### src/rtl/skid_registered.sv
// skid_registered: fully registered valid/ready pipeline slice.
// The forward path (s_valid/s_data) and the backward path (m_ready) both
// come straight from flops. A skid register holds the one beat that can
// arrive while the downstream side stalls.
module skid_registered #(
    parameter int unsigned WIDTH = 8
) (
    input  logic             clk,
    input  logic             rst_n,
    input  logic             m_valid,
    input  logic [WIDTH-1:0] m_data,
    output logic             m_ready,
    output logic             s_valid,
    output logic [WIDTH-1:0] s_data,
    input  logic             s_ready,
    output logic [1:0]       count
);

    typedef enum logic [1:0] {
        EMPTY = 2'd0,
        BUSY  = 2'd1,
        FULL  = 2'd2
    } state_t;

    state_t           state_q, state_d;
    logic [WIDTH-1:0] s_data_q, s_data_d;
    logic [WIDTH-1:0] skid_data_q, skid_data_d;
    logic             m_ready_q, m_ready_d;
    logic             s_valid_q, s_valid_d;
    logic [1:0]       count_q, count_d;

    // State and datapath registers, cleared by synchronous reset.
    always_ff @(posedge clk) begin
        if (!rst_n) begin
            state_q     <= EMPTY;
            s_data_q    <= '0;
            skid_data_q <= '0;
            m_ready_q   <= 1'b1;
            s_valid_q   <= 1'b0;
            count_q     <= 2'd0;
        end else begin
            state_q     <= state_d;
            s_data_q    <= s_data_d;
            skid_data_q <= skid_data_d;
            m_ready_q   <= m_ready_d;
            s_valid_q   <= s_valid_d;
            count_q     <= count_d;
        end
    end

    // Next-state and datapath load decode from the current state and handshakes.
    always_comb begin
        state_d     = state_q;
        s_data_d    = s_data_q;
        skid_data_d = skid_data_q;
        unique case (state_q)
            EMPTY: begin
                if (m_valid) begin
                    s_data_d = m_data;
                    state_d  = BUSY;
                end
            end
            BUSY: begin
                if (m_valid && s_ready) begin
                    s_data_d = m_data;
                end else if (m_valid && !s_ready) begin
                    skid_data_d = m_data;
                    state_d     = FULL;
                end else if (!m_valid && s_ready) begin
                    state_d = EMPTY;
                end
            end
            FULL: begin
                // m_ready is low here, so upstream is not looked at.
                if (s_ready) begin
                    s_data_d = skid_data_q;
                    state_d  = BUSY;
                end
            end
            default: begin
                state_d = EMPTY;
            end
        endcase
    end

    // Output flags decoded from the next state so they register with it.
    always_comb begin
        m_ready_d = 1'b1;
        s_valid_d = 1'b0;
        count_d   = 2'd0;
        unique case (state_d)
            EMPTY: begin
                m_ready_d = 1'b1;
                s_valid_d = 1'b0;
                count_d   = 2'd0;
            end
            BUSY: begin
                m_ready_d = 1'b1;
                s_valid_d = 1'b1;
                count_d   = 2'd1;
            end
            FULL: begin
                m_ready_d = 1'b0;
                s_valid_d = 1'b1;
                count_d   = 2'd2;
            end
            default: begin
                m_ready_d = 1'b1;
                s_valid_d = 1'b0;
                count_d   = 2'd0;
            end
        endcase
    end

    assign m_ready = m_ready_q;
    assign s_valid = s_valid_q;
    assign s_data  = s_data_q;
    assign count   = count_q;

endmodule

### config.mk
export PLATFORM = sky130hd
export DESIGN_NAME = skid_registered
export DESIGN_NICKNAME = d
export VERILOG_FILES = /design/src/rtl/skid_registered.sv
export SDC_FILE = /design/constraint.sdc
export NUM_CORES = 1
export LEC_CHECK = 0
export BUFFER_PORTS_ARGS = -buffer_cell sky130_fd_sc_hd__buf_2
export CORE_AREA = 2 2 47 49
export CTS_BUF_LIST = sky130_fd_sc_hd__clkbuf_16
export DETAILED_ROUTE_END_ITERATION = 10
export DIE_AREA = 0 0 49 51
export PLACE_DENSITY = 0.84
export SLEW_MARGIN = 20
export SYNTH_ARGS = -nofsm -noshare
export SYNTH_HDL_FRONTEND = slang
export SYNTH_SLANG_ARGS = --single-unit
export TNS_END_PERCENT = 10
### constraint.sdc
create_clock -name clk -period 1.6 [get_ports clk]
set_input_delay 0 -clock clk [delete_from_list [all_inputs] [get_ports clk]]
set_output_delay 0 -clock clk [all_outputs]
set_load 0.005 [all_outputs]
After elaboration in Yosys (flattened, before gate mapping)
Index checks and enable logic that the tools add are counted.

Logic and storage cells: 37. Bits in read-only memories: 0. Flip-flop bits (word level): 22. Latch bits: 0. Memory bits (writable): 0. Output and inout bits: 12. Memories kept: 0. Input port bits: 12.

Magnitude comparators: 0. Bitwise logic cells: 1. Add/sub/neg operators: 0. Multipliers: 0. Multiplexer cells: 13. Equality and inequality tests: 7. Reductions and logical operators: 10. Divide/modulo/power cells: 0. Shift-type cells: 0.

Operators with widths (number): $mux W8 (3); $pmux W8 S3 (1); $mux W2 (5); $ne A2 B2 Y1 const B (3); $pmux W2 S3 (1); $eq A2 B1 Y1 const B (2); $eq A2 B2 Y1 const B (2); $pmux W2 S2 (1); $reduce_and A4 Y1 (1); $logic_and A1 B1 Y1 (3); $reduce_and A3 Y1 (1); $reduce_bool A3 Y1 (1); $logic_not A1 Y1 (2); $logic_not A2 Y1 (1); $mux W1 (2); $reduce_or A2 Y1 (1); $not A1 Y1 (1).

Logic depth before layout (Yosys ltp)
Gate-level depths: netlist of run 1.

Depth after elaboration: 9. Depth in mapped cells: 7. Mapped depth without buffers: 6.

Worst setup path after synthesis of run 1
No wires, ideal clock.

Kind: flip-flop to flip-flop. Start: register state_q[0]. End: register count_q[0], in the netlist count[0]. Slack: 0.148 ns. Cell stages (with the launch flop): 8. Setup time: 0.115 ns. Data required time: 1.485 ns. Buffers on the path: 1. Arrival: 1.337 ns. Clock period less this slack: 1.452 ns. Path through: dfxtp_1 -> nand2b_1 -> buf_6 -> a21boi_4 -> a21oi_1 -> inv_1 -> ha_1 -> and2_1.

Word-level cells in the longest chain between the ends: 6. Elaborated cells on any way between the ends: 12. Classes of those cells: eq/ne: 4; mux: 7; reduce/logical: 1.

RTL lines: start, declared (RTL line 25) `state_t state_q, state_d;`; start signal, assigned (RTL line 42) `state_q <= state_d;`; $mux W2 (RTL line 69) `end else if (!m_valid && s_ready) begin`; $mux W2 (RTL line 66) `end else if (m_valid && !s_ready) begin`; $mux W2 (RTL line 64) `if (m_valid && s_ready) begin`; $pmux W2 S3 * (RTL line 56) `unique case (state_q)`; named net state_d[0] (RTL line 25); $eq A2 B2 Y1 / $eq A2 B1 Y1 (equally long branches) (RTL line 91) `unique case (state_d)`; $pmux W2 S2 * (RTL line 91); named net count_d[0] (RTL line 30) `logic [1:0] count_q, count_d;`; end signal, assigned (RTL line 47) `count_q <= count_d;`; end, declared (RTL line 30).

Mark *: on every way through the listed nets, which the timed path passes. The rest lies on a longest branch. A chain may end at the register's enable or synchronous reset.

Worst setup path in the final report of run 1
Start: register state_q[0]. End: register s_data_q[2], in the netlist s_data[2].

Word-level cells in the longest chain between the ends: 3. Elaborated cells on any way between the ends: 9. Classes of those cells: eq/ne: 5; mux: 1; reduce/logical: 3.

RTL lines: $eq A2 B1 Y1 (tied with other cells) (RTL line 56); $ne A2 B2 Y1 (no line) / $reduce_bool A3 Y1 (equally long branches); $reduce_and A4 Y1 (no line); end signal, assigned (RTL line 43) `s_data_q <= s_data_d;`; end, declared (RTL line 26) `logic [WIDTH-1:0] s_data_q, s_data_d;`.

Several ways; a longest one is shown, not always the timed one.

==> results of run 1 <==
-- per-stage QoR --
stage	setup slack [ns]	std cells	cell area, um^2	hold slack [ns]
after floorplan	0.148	89	962	0.128
after global placement	0.186	140	1120	0.274
after detailed placement	0.110	140	1120	0.288
after CTS	0.0731	143	1190	0.0308
after global routing	0.0112	143	1200	0.0487
final	0.154	143	1200	0.0289
-- power by group --
| group | total [uW] | internal (uW) | switching, uW |
|---|---|---|---|
| clock network | 508 | 329 | 179 |
| registers | 600 | 584 | 16.1 |
| logic | 166 | 83.7 | 81.8 |
| total | 1270 | 997 | 277 |
-- cells in the mapped netlist --
cell	instances	area (um^2)
clkbuf_1	2	7.51
nand2b_1	3	18.8
nor2b_1	10	62.6
nand3_1	1	5.00
nor2_4	1	11.3
o21ai_0	8	40.0
and2_1	3	18.8
a21oi_1	2	10.0
inv_1	3	11.3
mux2i_1	17	170
dfxtp_1	22	440
or2_1	1	6.26
a21boi_4	1	18.8
o211a_1	8	80.1
ha_1	3	37.5
buf_2	1	5.00
nand2_1	1	3.75
nor2_1	1	3.75
buf_6	1	11.3
-- layer usage --
metal  GRT usage  vias to the layer above
met5           0                        -
met4       0.105                        0
met3      0.0292                        2
met2       0.285                        9
met1       0.189                      350
li1            -                      362
-- flip-flops by register name (all words and copies together), names as in the netlist --
name         count
count            2
m_ready          1
s_data           8
s_valid          1
skid_data_q      8
state_q          2
-- placed cells by master (no fill, tap or decap), types with 3 or more instances in the layout --
| cell | instances |
|---|---|
| buf_2 | 23 |
| dfxtp_1 | 22 |
| mux2i_1 | 17 |
| nor2b_1 | 10 |
| o21ai_0 | 8 |
| o211a_1 | 8 |
| buf_4 | 4 |
| nand2b_1 | 3 |
| inv_1 | 3 |
| and2_1 | 3 |
| ha_1 | 3 |
| clkbuf_16 | 3 |
-- critical path: stages (launching register included) --
cell and delay, ns:
dfxtp_1 0.38, nand2b_1 0.26, a21boi_4 0.10, or2_1 0.35
o211a_1 0.25
-- area by class of cell --
type | instances | area [um^2] | area share
Sequential cell | 22 | 440 | 0.368
Tap cell | 28 | 35.0 | 0.0293
Inverter | 3 | 11.3 | 0.00940
Timing Repair Buffer | 27 | 145 | 0.121
Multi-Input combinational cell | 60 | 490 | 0.410
Clock buffer | 3 | 75.1 | 0.0627
-- worst paths after layout --
path	endpoint	slack [ns]	start
worst min-delay path	skid_data_q[6]	0.03	m_data[6]
worst min register to register	s_data[6]	0.49	s_data[6]
worst max-delay path	s_data[2]	0.15	state_q[0]
worst max register to register	s_data[2]	0.15	state_q[0]
-- cell families after synthesis --
family | count (synthesis) | share of synthesized area
AOI/OAI and AO/OA | 19 | 0.155
adders and majority gates | 3 | 0.0390
buffers and inverters | 7 | 0.0364
DFF | 22 | 0.458
muxes | 17 | 0.177
and+or+nand+nor | 21 | 0.135
==> impl_metrics.ini, run 1 <==
[clock_tree]
clk_latency_ns = 0.25
cts_buffers = 3
post_cts_buffers = 0
ctsHoldBuffers = 0
clock-sinks = 22
cts_max_level = 1
cts_max_path_buffers = 2
cts_tree = yes
cts_root_buffer = clkbuf_16
post_cts_resize_count = 0
clk_pin_slew_ns = 0.06

[placement]
place_congestion = 0.732
io_buffers = 23
hpwl_mm = 1.29

[sta]
min_period_ns = 1.45
finalCritPeriodShare = 0.904
tightest_slew_ns = 0.317
setup_viol = 0
max_freq_mhz = 692
hold_viol = 0
rsz0062_at_grt = false
skew_ns = 0.00162
relSlewSlack = 0.788
setup-tns-final_ns = 0
drv_slew = 0

[synthesis]
synth_area_um2 = 962
yosysWarnings = 0
synthDistinctLibCells = 19
seq_area_frac_synth = 0.458
syn_inst = 89
ys_ff_latch = 22
syn-num-nets = 104
avgSynthCellArea_um2 = 10.8

[pwr]
design_power_total_uw = 1270
power.leakage_uw = 0.000613
peakVddDrop_mv = 0.734
p_per_area_nw_per_um2 = 1060

[grt]
grt_pass1_wl_mm = 3.13
grt_max_degree = 23
grt_pass1_vias = 705
antenna_found_initial = 0
gr-total-overflow = 0
grt.total_usage = 0.165

[finish]
area_growth_pct = 24.4
fin_util = 0.580
fillers = 175
num_antenna_cells = 0
drive_above_1_share = 0.287
layout.nets = 132

[floorplanning]
start_util = 0.466
die_w_um = 49
pin_count = 24
rows = 17
fp.dieH_um = 51
dieArea_um2 = 2500
core_um2 = 2060

[routing]
final_antenna_net_count = 0
wl_met1_um = 779
dr.max_layer_used = met4
drc = 0
avgViaCountPerCell = 5.06
drt_iter0_drc = 11
via_count = 723
drtPass1Iterations = 3
routed_wirelength_mm = 1.78
met2RoutedLength_um = 956
wl_met3_um = 27
routedWlPerCell_um = 12.4

[hold_path]
min_path_type = in2reg
hold_depth = 3

[setup_path]
crit_path_start_kind = register
path_max_fanout = 8
arrival_ns = 1.59
crit_type = reg2reg
required_ns = 1.74
r2r_cells = 4
setup.worst_path.end_class = register

[run_status]
status = finished, final reports clean

[flow_run]
maxCapViolations = 0
Note: power is estimated with default switching activity, not from simulation.
==> run 2, diff against run 1 <==
--- a/config.mk
+++ b/config.mk
@@ -7,7 +7,6 @@
 export LEC_CHECK = 0
 export BUFFER_PORTS_ARGS = -buffer_cell sky130_fd_sc_hd__buf_2
 export CORE_AREA = 2 2 47 49
-export CTS_BUF_LIST = sky130_fd_sc_hd__clkbuf_16
 export DETAILED_ROUTE_END_ITERATION = 10
 export DIE_AREA = 0 0 49 51
 export PLACE_DENSITY = 0.84
==> impl_metrics.ini, run 2 (synthesis gave the netlist of run 1 again) <==
[placement]
hpwl_mm = 1.29
io_buffers = 23
pre_cts_ws_ns = 0.110
dpl_cell_area_um2 = 1120
place_congestion = 0.732

[pwr]
design_power_total_uw = 1020
peakVddDrop_mv = 0.624
power.leakage_uw = 0.000623
p_per_area_nw_per_um2 = 830

[floorplanning]
fp.dieH_um = 51
die_w_um = 49
pin_count = 24
core_um2 = 2060
dieArea_um2 = 2500
rows = 17
start_util = 0.466

[setup_path]
crit_family = simple AND/OR/NAND/NOR gates
cp_num_buf_inv = 0
r2r_slack_ns = 0.18
critical_path.max_stage_delay_ns = 0.40
arrival_ns = 1.62
setup.worst_path.end_class = register
crit_path_start_kind = register
crit_slowest_cell = dfxtp_1
timing.critical_path.cells = nand2b_1 -> a21boi_4 -> or2_1 -> o211a_1
crit_type = reg2reg
path_max_fanout = 8
required_ns = 1.80

[finish]
final_common_cell = buf_2
fillers = 178
num_antenna_cells = 0
drive_above_1_share = 0.268
layout.nets = 140
area_growth_pct = 27.3
fin_util = 0.594
final_area_um2 = 1220
final_cell_mix = 23 x buf_2, 22 x dfxtp_1, 17 x mux2i_1

[routing]
drt_iter0_drc = 6
avgViaCountPerCell = 4.94
final_antenna_net_count = 0
drc = 0
routedWlPerCell_um = 11.7
drtPass1Iterations = 3
via_count = 746
routed_wirelength_mm = 1.76

[clock_tree]
clock-sinks = 22
cts_root_buffer = clkbuf_4
cts_max_level = 1
clk_pin_slew_ns = 0.11
cts_buffers = 3
clk_latency_ns = 0.29
cts_max_path_buffers = 2
cts_tree = yes

[grt]
antenna_found_initial = 0
grt.total_usage = 0.163
grt_max_degree = 23
grtUsageMet3 = 0.0205
met1_usage = 0.180
grt_pass1_vias = 712
use_met2 = 0.297
gr-total-overflow = 0
busiest_layer = met2
grt_pass1_wl_mm = 3.07

[sta]
tightest_slew_ns = 0.317
drv_slew = 0
setup-tns-final_ns = 0
finalCritPeriodShare = 0.887
min_period_ns = 1.42
max_freq_mhz = 705
layout_setup_ws_ns = 0.181
relSlewSlack = 0.788
setup_viol = 0
hold_viol = 0
rsz0062_at_grt = false
skew_ns = 0.00275

[hold_path]
min_path_type = in2reg

[run_status]
status = finished, final reports clean

[flow_run]
maxCapViolations = 0
## run 2: cell count changes in the layout (fill, tap and decap cells not counted), sizes merged
| cell | before | now |
|---|---|---|
| dlygate4sd3 | 0 | 8 |
## run 2: power by group
part	internal [uW]	switching (uW)	total [uW]
clock network	87.5	150	237
logic	96.4	83.2	180
registers	583	16.0	599
## run 2: repair_timing
| item | 4_1_cts | 5_1_grt |
|---|---|---|
| hold buffers | 8 | 0 |
| gates resized for setup | 0 | 1 |
| buffers inserted | 0 | 0 |
| endpoints found under the setup margin | 0 | 1 |
| hold endpoints to repair | 8 | 0 |
## run 2: layer usage
layer	part of all wire	wire length, um
met2	0.53	934
met1	0.44	768
met5	0	0
met4	0.0091	16
met3	0.023	41
## run 2: final timing paths
check	start	endpoint	cells after the start
worst max register to register	state_q[0]	s_data[2]	4
worst min register to register	s_data[6]	s_data[6]	1
worst max-delay path	state_q[0]	s_data[2]	4
worst min-delay path	rst_n	m_ready	2
## run 2: worst reg2reg max path: stages, from the launching register on
cell and delay [ns]:
dfxtp_1 0.40, nand2b_1 0.24, a21boi_4 0.09, or2_1 0.35, o211a_1 0.25
## run 2: per-stage QoR
stage               cells  hold WS (ns)
detailed placement    140         0.288
global route          151        0.0542
finish                151        0.0292
global placement      140         0.274
CTS                   151        0.0247
floorplan              89         0.128
## run 2: area by class of cell
cell class | instances | area, um^2 | share of cell area
multi-input combinational | 60 | 490 | 0.400
clock buffer | 3 | 22.5 | 0.0184
tap | 28 | 35.0 | 0.0286
timing repair buffer | 35 | 225 | 0.184
inverter | 3 | 11.3 | 0.00919
sequential | 22 | 440 | 0.360
==> run 3, diff against run 2 <==
--- a/config.mk
+++ b/config.mk
@@ -6,10 +6,10 @@
 export NUM_CORES = 1
 export LEC_CHECK = 0
 export BUFFER_PORTS_ARGS = -buffer_cell sky130_fd_sc_hd__buf_2
-export CORE_AREA = 2 2 47 49
+export CORE_AREA = 2 2 50 52
 export DETAILED_ROUTE_END_ITERATION = 10
-export DIE_AREA = 0 0 49 51
-export PLACE_DENSITY = 0.84
+export DIE_AREA = 0 0 52 54
+export PLACE_DENSITY = 0.79
 export SLEW_MARGIN = 20
 export SYNTH_ARGS = -nofsm -noshare
 export SYNTH_HDL_FRONTEND = slang
==> constraint.sdc (replaced) <==
create_clock -name clk -period 1.2 [get_ports clk]
set_input_delay 0 -clock clk [delete_from_list [all_inputs] [get_ports clk]]
set_output_delay 0 -clock clk [all_outputs]
set_load 0.005 [all_outputs]
==> impl_metrics.ini, run 3 (synthesis gave the netlist of run 1 again) <==
[run_status]
status = finished with violations
failed_checks = setup timing

[pwr]
power.leakage_uw = 0.000662
p_per_area_nw_per_um2 = 1110
design_power_total_uw = 1480
peakVddDrop_mv = 0.607

[finish]
final_area_um2 = 1330
fillers = 200
final_cell_mix = 23 x buf_2, 20 x dfxtp_1, 15 x mux2i_1
area_growth_pct = 38.5
final_common_cell = buf_2
num_antenna_cells = 0
layout.nets = 144
drive_above_1_share = 0.391

[grt]
gr-total-overflow = 0
grt_pass1_wl_mm = 3.03
grt.total_usage = 0.148
grt_pass1_vias = 702
grt_max_degree = 23
antenna_found_initial = 0

[setup_path]
arrival_ns = 1.49
setup.worst_path.end_class = register
path_max_fanout = 4
required_ns = 1.44
crit_slowest_cell = dfxtp_2
critical_path.max_stage_delay_ns = 0.36
timing.critical_path.cells = buf_4 -> mux2i_2 -> a21oi_4 -> ha_1 -> nor2b_1
crit_family = flip-flops
crit_path_start_kind = register
crit_type = reg2reg
cp_num_buf_inv = 1

[floorplanning]
die_w_um = 52
rows = 18
fp.dieH_um = 54
pin_count = 24
core_um2 = 2320
start_util = 0.415
dieArea_um2 = 2810

[sta]
setup-tns-final_ns = -0.270
rsz0062_at_grt = true
skew_ns = 0.0114
relSlewSlack = 0.796
min_period_ns = 1.25
max_freq_mhz = 800
setup_viol = 11
finalCritPeriodShare = 1.04
layout_setup_ws_ns = -0.0502
drv_slew = 0
tightest_slew_ns = 0.306
hold_viol = 0

[routing]
via_count = 762
drtPass1Iterations = 3
routedWlPerCell_um = 12.5
drt_iter0_drc = 8
avgViaCountPerCell = 4.82
routed_wirelength_mm = 1.98
drc = 0
final_antenna_net_count = 0

[placement]
place_congestion = 0.731
io_buffers = 23
pre_cts_ws_ns = -0.142
hpwl_mm = 1.34
dpl_cell_area_um2 = 1190

[clock_tree]
clock-sinks = 22
cts_root_buffer = clkbuf_4
clk_latency_ns = 0.31
cts_max_path_buffers = 2
cts_max_level = 1
cts_tree = yes
cts_buffers = 3
clk_pin_slew_ns = 0.11

[hold_path]
min_path_type = in2reg

[flow_run]
maxCapViolations = 0
run 3: cell type report:
cell class,instances,area (um^2),area share
Clock buffer,4,36.3,0.0272
Inverter,3,11.3,0.00845
Multi-Input combinational cell,60,532,0.399
Sequential cell,22,443,0.332
Tap cell,30,37.5,0.0282
Timing Repair Buffer,39,273,0.205
run 3: metal layers:
layer	vias up	wire, um	track usage
met5	-	0	0
met4	0	17	0.0658
met3	2	62	0.0194
met2	15	1050	0.270
met1	360	849	0.173
li1	385	-	-
run 3: path summary, 6_finish.rpt:
path | from | end | slack, ns | depth (start not counted)
max reg2reg | state_q[0] | s_valid | -0.05 | 5
max | state_q[0] | s_valid | -0.05 | 5
min | m_data[6] | skid_data_q[6] | 0.02 | 3
min reg2reg | s_data[0] | s_data[0] | 0.51 | 1
run 3: what timing repair did:
item                                   4_1_cts  5_1_grt
gates cloned                                 0        0
resized for setup                            3        7
endpoints found under the hold margin        7        0
pin swaps                                    2        2
setup buffers                                0        1
setup endpoints to repair                   12       19
hold buffers                                 7        0
run 3: worst reg2reg max path, cell delays in order (launching register included):
cell and delay [ns]:
dfxtp_2 0.36, buf_4 0.14, mux2i_2 0.23, a21oi_4 0.10, ha_1 0.27, nor2b_1 0.10
run 3: stage by stage:
step                      hold WS (ns)  utilization  instances
after floorplan                  0.128            -         89
after global placement           0.272        0.511        146
after detailed placement         0.285        0.511        146
after CTS                      0.00894        0.560        157
after global routing            0.0277        0.574        158
final                           0.0225        0.574        158
run 3: where the power goes:
group	switching [uW]	internal [uW]	total (uW)
sequential	23.2	779	802
combinational	123	155	278
clock	218	185	403
